[src/rtl/parking_entry_arbiter_if.sv]
// Purpose: bundles the gate-side handshake and FIFO write-side signals of the
//          parking entry arbiter.
// Signals:
//   gate_req / gate_data        per-gate entry request and ticket
//   gate_ack / gate_reject      one-cycle per-gate outcome pulses
//   car_exit                    one-cycle pulse, one car left the lot
//   fifo_full / fifo_din        FIFO full flag and ticket presented to it
//   fifo_wen / fifo_enable      FIFO write enable and global enable
//   occupancy / lot_full / busy lot status and arbiter activity
// Modports: master = arbiter side, slave = gates/FIFO/environment side.
interface parking_entry_arbiter_if #(
    parameter int unsigned N_GATES = 4,
    parameter int unsigned DATA_W  = 16,
    parameter int unsigned CNT_W   = 7
);
    logic [N_GATES-1:0]        gate_req;
    logic [N_GATES*DATA_W-1:0] gate_data;
    logic [N_GATES-1:0]        gate_ack;
    logic [N_GATES-1:0]        gate_reject;
    logic                      car_exit;
    logic                      fifo_full;
    logic [DATA_W-1:0]         fifo_din;
    logic                      fifo_wen;
    logic                      fifo_enable;
    logic [CNT_W-1:0]          occupancy;
    logic                      lot_full;
    logic                      busy;

    modport master (
        input  gate_req, gate_data, car_exit, fifo_full,
        output gate_ack, gate_reject, fifo_din, fifo_wen, fifo_enable,
               occupancy, lot_full, busy
    );

    modport slave (
        output gate_req, gate_data, car_exit, fifo_full,
        input  gate_ack, gate_reject, fifo_din, fifo_wen, fifo_enable,
               occupancy, lot_full, busy
    );
endinterface

[src/rtl/parking_entry_arbiter.sv]
// Purpose: round-robin arbiter sharing the car-ticket FIFO write port among
//          N_GATES entry gates, with lot occupancy tracking and full rejection.
// Ports:
//   clk_a  write-side clock
//   rst    synchronous, active-high reset
//   bus    parking_entry_arbiter_if.master (gate handshake, FIFO write side,
//          occupancy/lot_full/busy status)
module parking_entry_arbiter #(
    parameter int unsigned N_GATES      = 4,
    parameter int unsigned DATA_W       = 16,
    parameter int unsigned LOT_CAPACITY = 64,
    parameter int unsigned CNT_W        = 7
) (
    input  logic                     clk_a,
    input  logic                     rst,
    parking_entry_arbiter_if.master  bus
);

    localparam int unsigned PTR_W = (N_GATES > 1) ? $clog2(N_GATES) : 1;

    typedef enum logic [1:0] {
        S_IDLE   = 2'd0,
        S_WRITE  = 2'd1,
        S_ACK    = 2'd2,
        S_REJECT = 2'd3
    } state_t;

    state_t             r_state;
    logic [PTR_W-1:0]   r_rr_ptr;
    logic [PTR_W-1:0]   r_win;
    logic [DATA_W-1:0]  r_fifo_din;
    logic [N_GATES-1:0] r_gate_ack;
    logic [N_GATES-1:0] r_gate_reject;
    logic               r_fifo_enable;
    logic [CNT_W-1:0]   r_occupancy;
    logic               r_lot_full;
    logic               r_busy;

    logic               w_any;
    logic [PTR_W-1:0]   w_win;
    logic [PTR_W-1:0]   w_idx;
    logic [DATA_W-1:0]  w_ticket;
    logic               w_inc;
    logic               w_dec;
    logic [CNT_W-1:0]   w_occ_next;

    // First requesting gate at or after r_rr_ptr; scanning downward lets the
    // smallest offset overwrite the others.
    always_comb begin : arb_search
        w_any = 1'b0;
        w_win = '0;
        w_idx = '0;
        for (int i = int'(N_GATES) - 1; i >= 0; i--) begin
            w_idx = PTR_W'((32'(r_rr_ptr) + 32'(i)) % N_GATES);
            if (bus.gate_req[w_idx]) begin
                w_any = 1'b1;
                w_win = w_idx;
            end
        end
    end

    // Ticket of the current arbitration winner.
    always_comb begin : ticket_mux
        w_ticket = '0;
        for (int i = 0; i < int'(N_GATES); i++) begin
            if (w_win == PTR_W'(i)) begin
                w_ticket = bus.gate_data[i*DATA_W +: DATA_W];
            end
        end
    end

    // Admission and exit net out when they land in the same cycle; an exit at
    // an empty lot is ignored and the count saturates at capacity.
    always_comb begin : occ_next
        w_inc      = (r_state == S_ACK) && (r_occupancy < CNT_W'(LOT_CAPACITY));
        w_dec      = bus.car_exit && (r_occupancy != '0);
        w_occ_next = r_occupancy + CNT_W'(w_inc) - CNT_W'(w_dec);
    end

    // Transaction FSM with registered handshake outputs.
    always_ff @(posedge clk_a) begin : fsm
        if (rst) begin
            r_state       <= S_IDLE;
            r_rr_ptr      <= '0;
            r_win         <= '0;
            r_fifo_din    <= '0;
            r_gate_ack    <= '0;
            r_gate_reject <= '0;
            r_fifo_enable <= 1'b0;
            r_occupancy   <= '0;
            r_lot_full    <= 1'b0;
            r_busy        <= 1'b0;
        end else begin
            r_fifo_enable <= 1'b1;
            r_occupancy   <= w_occ_next;
            r_lot_full    <= (w_occ_next == CNT_W'(LOT_CAPACITY));
            r_gate_ack    <= '0;
            r_gate_reject <= '0;
            case (r_state)
                S_IDLE: begin
                    if (w_any) begin
                        r_win      <= w_win;
                        r_fifo_din <= w_ticket;
                        r_busy     <= 1'b1;
                        // Full check uses the count as of this cycle; an exit
                        // arriving now only counts from the next arbitration.
                        if (r_lot_full) begin
                            r_state       <= S_REJECT;
                            r_gate_reject <= N_GATES'(1) << w_win;
                        end else begin
                            r_state <= S_WRITE;
                        end
                    end
                end
                S_WRITE: begin
                    if (!bus.fifo_full) begin
                        r_state    <= S_ACK;
                        r_gate_ack <= N_GATES'(1) << r_win;
                    end
                end
                S_ACK, S_REJECT: begin
                    r_state  <= S_IDLE;
                    r_busy   <= 1'b0;
                    r_rr_ptr <= PTR_W'((32'(r_win) + 32'd1) % N_GATES);
                end
                default: begin
                    r_state <= S_IDLE;
                    r_busy  <= 1'b0;
                end
            endcase
        end
    end

    // Write strobe follows the FIFO full flag directly so a stalled write
    // fires in the very cycle space appears.
    assign bus.fifo_wen    = (r_state == S_WRITE) && !bus.fifo_full;
    assign bus.fifo_din    = r_fifo_din;
    assign bus.gate_ack    = r_gate_ack;
    assign bus.gate_reject = r_gate_reject;
    assign bus.fifo_enable = r_fifo_enable;
    assign bus.occupancy   = r_occupancy;
    assign bus.lot_full    = r_lot_full;
    assign bus.busy        = r_busy;

endmodule
[src/flat_wrapper.sv]
// flat-port wrapper written by rule: the top's interface ports become plain ports
module parking_entry_arbiter_flat 
#(
    parameter int unsigned N_GATES      = 4,
    parameter int unsigned DATA_W       = 16,
    parameter int unsigned LOT_CAPACITY = 64,
    parameter int unsigned CNT_W        = 7
)
  (clk_a, rst, bus_gate_req, bus_gate_data, bus_car_exit, bus_fifo_full, bus_gate_ack, bus_gate_reject, bus_fifo_din, bus_fifo_wen, bus_fifo_enable, bus_occupancy, bus_lot_full, bus_busy);
  parking_entry_arbiter_if #(.N_GATES(N_GATES), .DATA_W(DATA_W), .CNT_W(CNT_W)) bus_i ();
  input  logic clk_a;
  input  logic rst;
  input wire logic [$bits(bus_i.gate_req)-1:0] bus_gate_req;
  input wire logic [$bits(bus_i.gate_data)-1:0] bus_gate_data;
  input wire logic [$bits(bus_i.car_exit)-1:0] bus_car_exit;
  input wire logic [$bits(bus_i.fifo_full)-1:0] bus_fifo_full;
  output wire logic [$bits(bus_i.gate_ack)-1:0] bus_gate_ack;
  output wire logic [$bits(bus_i.gate_reject)-1:0] bus_gate_reject;
  output wire logic [$bits(bus_i.fifo_din)-1:0] bus_fifo_din;
  output wire logic [$bits(bus_i.fifo_wen)-1:0] bus_fifo_wen;
  output wire logic [$bits(bus_i.fifo_enable)-1:0] bus_fifo_enable;
  output wire logic [$bits(bus_i.occupancy)-1:0] bus_occupancy;
  output wire logic [$bits(bus_i.lot_full)-1:0] bus_lot_full;
  output wire logic [$bits(bus_i.busy)-1:0] bus_busy;
  assign bus_i.gate_req = bus_gate_req;
  assign bus_i.gate_data = bus_gate_data;
  assign bus_i.car_exit = bus_car_exit;
  assign bus_i.fifo_full = bus_fifo_full;
  assign bus_gate_ack = bus_i.gate_ack;
  assign bus_gate_reject = bus_i.gate_reject;
  assign bus_fifo_din = bus_i.fifo_din;
  assign bus_fifo_wen = bus_i.fifo_wen;
  assign bus_fifo_enable = bus_i.fifo_enable;
  assign bus_occupancy = bus_i.occupancy;
  assign bus_lot_full = bus_i.lot_full;
  assign bus_busy = bus_i.busy;
  parking_entry_arbiter #(.N_GATES(N_GATES), .DATA_W(DATA_W), .LOT_CAPACITY(LOT_CAPACITY), .CNT_W(CNT_W)) u_core (.clk_a(clk_a), .rst(rst), .bus(bus_i));
endmodule
[config.mk]
export PLATFORM = sky130hd
export DESIGN_NAME = parking_entry_arbiter_flat
export DESIGN_NICKNAME = d
export VERILOG_FILES = /design/src/rtl/parking_entry_arbiter_if.sv /design/src/rtl/parking_entry_arbiter.sv /design/src/flat_wrapper.sv
export SDC_FILE = /design/constraint.sdc
export NUM_CORES = 1
export LEC_CHECK = 0
export BUFFER_PORTS_ARGS = -buffer_cell sky130_fd_sc_hd__buf_2
export CAP_MARGIN = 20
export CORE_AREA = 8 8 120 78
export DETAILED_ROUTE_END_ITERATION = 6
export DIE_AREA = 0 0 128 86
export PLACE_DENSITY_LB_ADDON = 0.1
export SLEW_MARGIN = 20
export SYNTH_ARGS = -nofsm -noshare
export SYNTH_HDL_FRONTEND = slang
export SYNTH_SLANG_ARGS = --single-unit
[constraint.sdc]
create_clock -name clk_a -period 6.5 [get_ports clk_a]
set_input_delay 0.325 -clock clk_a [delete_from_list [all_inputs] [get_ports clk_a]]
set_output_delay 0.325 -clock clk_a [all_outputs]
set_load 0.005 [all_outputs]
; Word-level counts from Yosys, hierarchy flattened
; Cells that the tools add are included.
[classes]
add_sub_neg = 6
n_lt_le_gt_ge = 5
eq_ne = 9
n_shift = 2
mux = 27
bitwise_logic = 4
reduce_logical = 14
[ops]
columns = cell, count
row1 = $mux 16, 4
row2 = $mux 2, 7
row3 = $lt 2x3->1 const B, 4
row4 = $mux 1, 10
row5 = $bmux 1 s2, 4
row6 = $eq 2x2->1 const B, 4
row7 = $shl 1x2->4 const A, 2
row8 = $add 7x1->7, 1
row9 = $eq 7x7->1 const B, 1
row10 = $lt 7x7->1 const B, 1
row11 = $reduce_bool 7->1, 1
row12 = $sub 7x1->7, 1
row13 = $pmux 2 s3, 1
row14 = $reduce_and 2->1, 3
row15 = $add 2x1->2 const B, 2
row16 = $add 2x2->2 const B, 2
row17 = $eq 2x1->1 const B, 2
row18 = $logic_not 2->1, 2
row19 = $not 1->1, 4
row20 = $reduce_or 4->1, 1
row21 = $logic_and 1x1->1, 3
row22 = $reduce_or 3->1, 1
row23 = $ne 2x1->1 const B, 1
row24 = $ne 2x2->1 const B, 1
row25 = other kinds (4), 4
[word_totals]
reg_bits = 40
input_bits = 72
elab_cells = 77

; Longest topological paths before layout
[logic_depth]
word_depth = 12
depth_mapped = 13

; Least setup slack after synthesis
; OpenSTA, ideal clock, no wires.
[synth_timing]
kind = flip-flop to flip-flop
start = register u_core.r_occupancy[2], in the netlist u_core.bus.occupancy[2]
end = register u_core.r_lot_full, in the netlist u_core.bus.lot_full
setup_time_ns = 0.116
arrival_ns = 2.813
path_slack_ns = 3.571
path_stages_with_launch = 14
n_path_buf = 0
synth_period_minus_slack_ns = 2.929
path_cell_list = dfxtp_1 > inv_1 > ha_1 > a41oi_1 > ha_1 > inv_1 > ha_1 > inv_1 > fa_1 > and2b_1 > o221ai_2 > and4_1 > or4_4 > and4_1
[synth_via]
elab_chain_len = 5
elab_cells_between_ends = 7
classes_between = add/sub: 2 / order compare: 1 / eq/ne: 1 / reduce/logical: 3
[synth_rtl]
columns = item, line_no
row1 = "start, declared", parking_entry_arbiter.sv:35  ; logic [CNT_W-1:0] r_occupancy;
row2 = "start signal, assigned", parking_entry_arbiter.sv:95  ; r_occupancy <= w_occ_next;
row3 = $lt 7x7->1, parking_entry_arbiter.sv:75  ; w_inc = (r_state == S_ACK) && (r_occupancy < CNT_W'(LOT_CAPACITY));
row4 = $logic_and 1x1->1, parking_entry_arbiter.sv:75
row5 = $add 7x1->7, parking_entry_arbiter.sv:77  ; w_occ_next = r_occupancy + CNT_W'(w_inc) - CNT_W'(w_dec);
row6 = $sub 7x1->7 *, parking_entry_arbiter.sv:77
row7 = $eq 7x7->1 *, parking_entry_arbiter.sv:96  ; r_lot_full <= (w_occ_next == CNT_W'(LOT_CAPACITY));
row8 = "end signal, assigned", parking_entry_arbiter.sv:96
row9 = "end, declared", parking_entry_arbiter.sv:36  ; logic r_lot_full;
; Every way passes the cells marked *; elsewhere a longest branch is shown, timed or not.
; A chain may end at the register's enable or synchronous reset.

; Final worst setup path
[layout_timing]
start = register u_core.r_occupancy[4], in the netlist u_core.bus.occupancy[4]
end = register u_core.r_lot_full, in the netlist u_core.bus.lot_full
; Same word-level chain as after synthesis.

==> impl_metrics.py <==
metrics = {
    "logic_synthesis": {
        "yosysUniqueCellTypes": 44,
        "avgSynthCellArea_sq_um": 9.78,
        "netlist_area_sq_um": 2200,
        "synth_nets": 307,
        "synth_area_leaders": "dfxtp_1 (36%), mux2i_1 (15%), o221ai_2 (7.5%)",
        "synthFlopType": "dfxtp_1",
        "yosys_warnings": 0,
        "async_flop_share_pct": 0,
        "netlist_instances": 225,
        "ys_seq_area_share_pct": 36.4,
        "synthTopCellsByCount": "dfxtp_1 (40), mux2i_1 (34), nand2_1 (21), nor2_1 (21), inv_1 (16)",
        "synth_largest_area_cell": "dfxtp_1",
        "synth-edff-count": 0,
        "synth.ff_latch_count": 40,
        "yosysMostFrequentCell": "dfxtp_1",
        "yosysTopAreaCellShare_pct": 36.4,
    },
    "layout": {
        "final_util_pct": 39.0,
        "areaGrowthSynthToFinish_pct": 34.1,
        "nNetsFinal": 407,
        "diodes": 0,
        "drive_above_1_share_pct": 40.5,
    },
    "clock_tree": {
        "postCtsHoldBufs": 0,
        "post_cts_buffers": 0,
        "clkLatencyLatePin_ps": 280,
        "cts_resized": 0,
        "ctsHtreeMaxLevel": 2,
        "cts_tree": "done",
        "numCtsBuffers": 5,
        "clk_pin_slew_ps": 60,
        "cts_buffer_depth": 2,
        "cts_sinks": 40,
        "cts_root_buf": "clkbuf_16",
    },
    "global_routing": {
        "gr-total-overflow": 0,
        "grt_pass1_vias": 1998,
        "grt_pass1_wl_um": 10100,
        "grt.total_usage_pct": 11.4,
        "grt_max_degree": 37,
        "antenna_found_initial": 0,
    },
    "sta": {
        "worst_slew_pin_slew_ps": 1020,
        "max_clock_freq_ghz": 0.321,
        "period_share_pct": 47.9,
        "final-setup-viol-count": 0,
        "slew_violations": 0,
        "maxSlewHeadroom_pct": 32.0,
        "fin_crit_ps": 3110,
        "setup-tns-final_ps": 0,
        "hold_viol": 0,
        "rsz0062_at_grt": "false",
        "fin_worst_skew_ps": 6.71,
    },
    "worst_setup_path": {
        "crit_chain": "inv_1 -> ha_1 -> a41oi_1 -> ha_1 -> inv_1 -> ha_1 -> inv_1 -> fa_1 -> and2b_1 -> o221ai_2 -> and4_1 -> or4_4 -> and4_1",
        "end_kind": "flip-flop",
        "crit_type": "reg -> reg",
        "cp.arrival_ps": 3290,
        "critPathTopFamily": "simple AND/OR/NAND/NOR gates",
        "max_stage_delay_ps": 500,
        "critPathBufInv": 3,
        "worstSetupStartpointType": "flip-flop",
        "cp_data_required_time_ps": 6670,
        "worst_path_max_delay_cell": "or4_4",
        "critPathMaxFanout": 3,
    },
    "run_status": {
        "status": "completed",
    },
    "routing": {
        "avgViaCountPerCell": 4.41,
        "ant_nets": 0,
        "drt_iter0_markers": 51,
        "routedWlPerCell_um": 14.5,
        "wl_um": 6290,
        "drc_errors": 0,
        "drt_pass1_iterations": 4,
        "vias": 1913,
    },
    "floorplan": {
        "dieWidth_um": 128,
        "row_count": 25,
        "die_area_sq_um": 11000,
        "io_pins": 107,
        "core_sq_um": 7570,
        "die_y_um": 86,
        "initial_core_util_pct": 29.1,
    },
    "job": {
        "cap_violations": 0,
    },
    "power_and_ir_drop": {
        "switching_power_uw": 340,
        "comb_power_share_pct": 39.1,
        "p_sw_share_pct": 33.5,
        "p_clk_share_pct": 29.3,
        "ir_drop_v": 0.000118,
        "p_per_area_nw_per_um2": 344,
        "leakagePower_nw": 1.38,
        "pwr-share-seq_pct": 31.5,
        "p_int_uw": 675,
    },
    "placement": {
        "hpwl_um": 5070,
        "place_congestion": 0.789,
        "portBuffers": 106,
    },
    "min_path": {
        "hold_class": "in -> reg",
    },
}
==> path summary, 6_finish.rpt <==
| path | start | end | slack (ps) | cells past startpoint |
|---|---|---|---|---|
| min reg2reg | u_core.bus.fifo_din[12] | u_core.bus.fifo_din[12] | 460 | 2 |
| max reg2reg | u_core.bus.occupancy[4] | u_core.bus.lot_full | 3390 | 13 |
| min | bus_gate_data[21] | u_core.bus.fifo_din[5] | 360 | 3 |
| max | u_core.bus.occupancy[4] | u_core.bus.lot_full | 3390 | 13 |
==> through the flow <==
step / hold WS [ps] / instances / power (mW) / cell area [sq um] / setup WS (ps)
floorplan: 455 / 225 / 0.595 / 2200 / 3570
global placement: 441 / 426 / 0.730 / 2770 / 3470
detailed placement: 446 / 426 / 0.723 / 2770 / 3390
CTS: 343 / 434 / 1.03 / 2950 / 3360
global route: 367 / 434 / 1.09 / 2950 / 3150
finish: 355 / 434 / 1.02 / 2950 / 3390
==> tightest hold or removal path, stage by stage <==
cell	delay, ps
buf_2	70
mux2i_1	70
o221ai_2	130
==> logic make-up after synthesis <==
kind of cell | count (synthesis) | share of synthesized area [%]
and+or+nand+nor | 71 | 16.6
DFF | 40 | 36.4
AOI/OAI and AO/OA | 36 | 16.3
muxes | 34 | 15.5
buffers and inverters | 29 | 7.22
adders and majority gates | 10 | 6.03
xor gates and xnor gates | 5 | 1.99
==> power by group through the flow <==
stage	Clock [mW]	Combinational (mW)	Sequential [mW]
after floorplan	0	0.274	0.321
after global placement	0	0.407	0.323
after detailed placement	0	0.398	0.325
after CTS	0.307	0.399	0.321
after global routing	0.318	0.447	0.327
final	0.298	0.397	0.320
==> placed cells by master, fill, tap and decap left out, types with 4 or more instances in the layout <==
cell       count
buf_2        106
dfxtp_1       40
mux2i_1       34
nor2_1        21
nand2_1       21
inv_1         16
o221ai_2      11
ha_1           9
a21oi_1        6
o221ai_1       6
nand2b_1       5
clkbuf_16      5
nor3_1         4
xnor2_1        4
==> layout make-up <==
cell class	instances	area, sq um
Multi-Input combinational cell	156	1240
Timing Repair Buffer	106	531
Fill cell	782	4620
Sequential cell	40	801
Tap cell	108	135
Inverter	16	60.1
Clock buffer	7	153
Clock inverter	1	30.0
==> sequential cells by signal, summed over array words and instances (netlist names) <==
| register | cells |
|---|---|
| u_core.bus.busy | 1 |
| u_core.bus.fifo_din | 16 |
| u_core.bus.fifo_enable | 1 |
| u_core.bus.gate_ack | 4 |
| u_core.bus.gate_reject | 4 |
| u_core.bus.lot_full | 1 |
| u_core.bus.occupancy | 7 |
| u_core.r_rr_ptr | 2 |
| u_core.r_state | 2 |
| u_core.r_win | 2 |
==> layer usage <==
| metal | global-route usage, % | routed length, um | part of all wire (%) |
|---|---|---|---|
| met1 | 15.8 | 3250 | 52 |
| met2 | 16.0 | 2590 | 41 |
| met3 | 4.52 | 413 | 6.6 |
| met4 | 2.90 | 40 | 0.64 |
| met5 | 0 | 0 | 0 |
No activity file was read; power rests on OpenSTA's default activity.
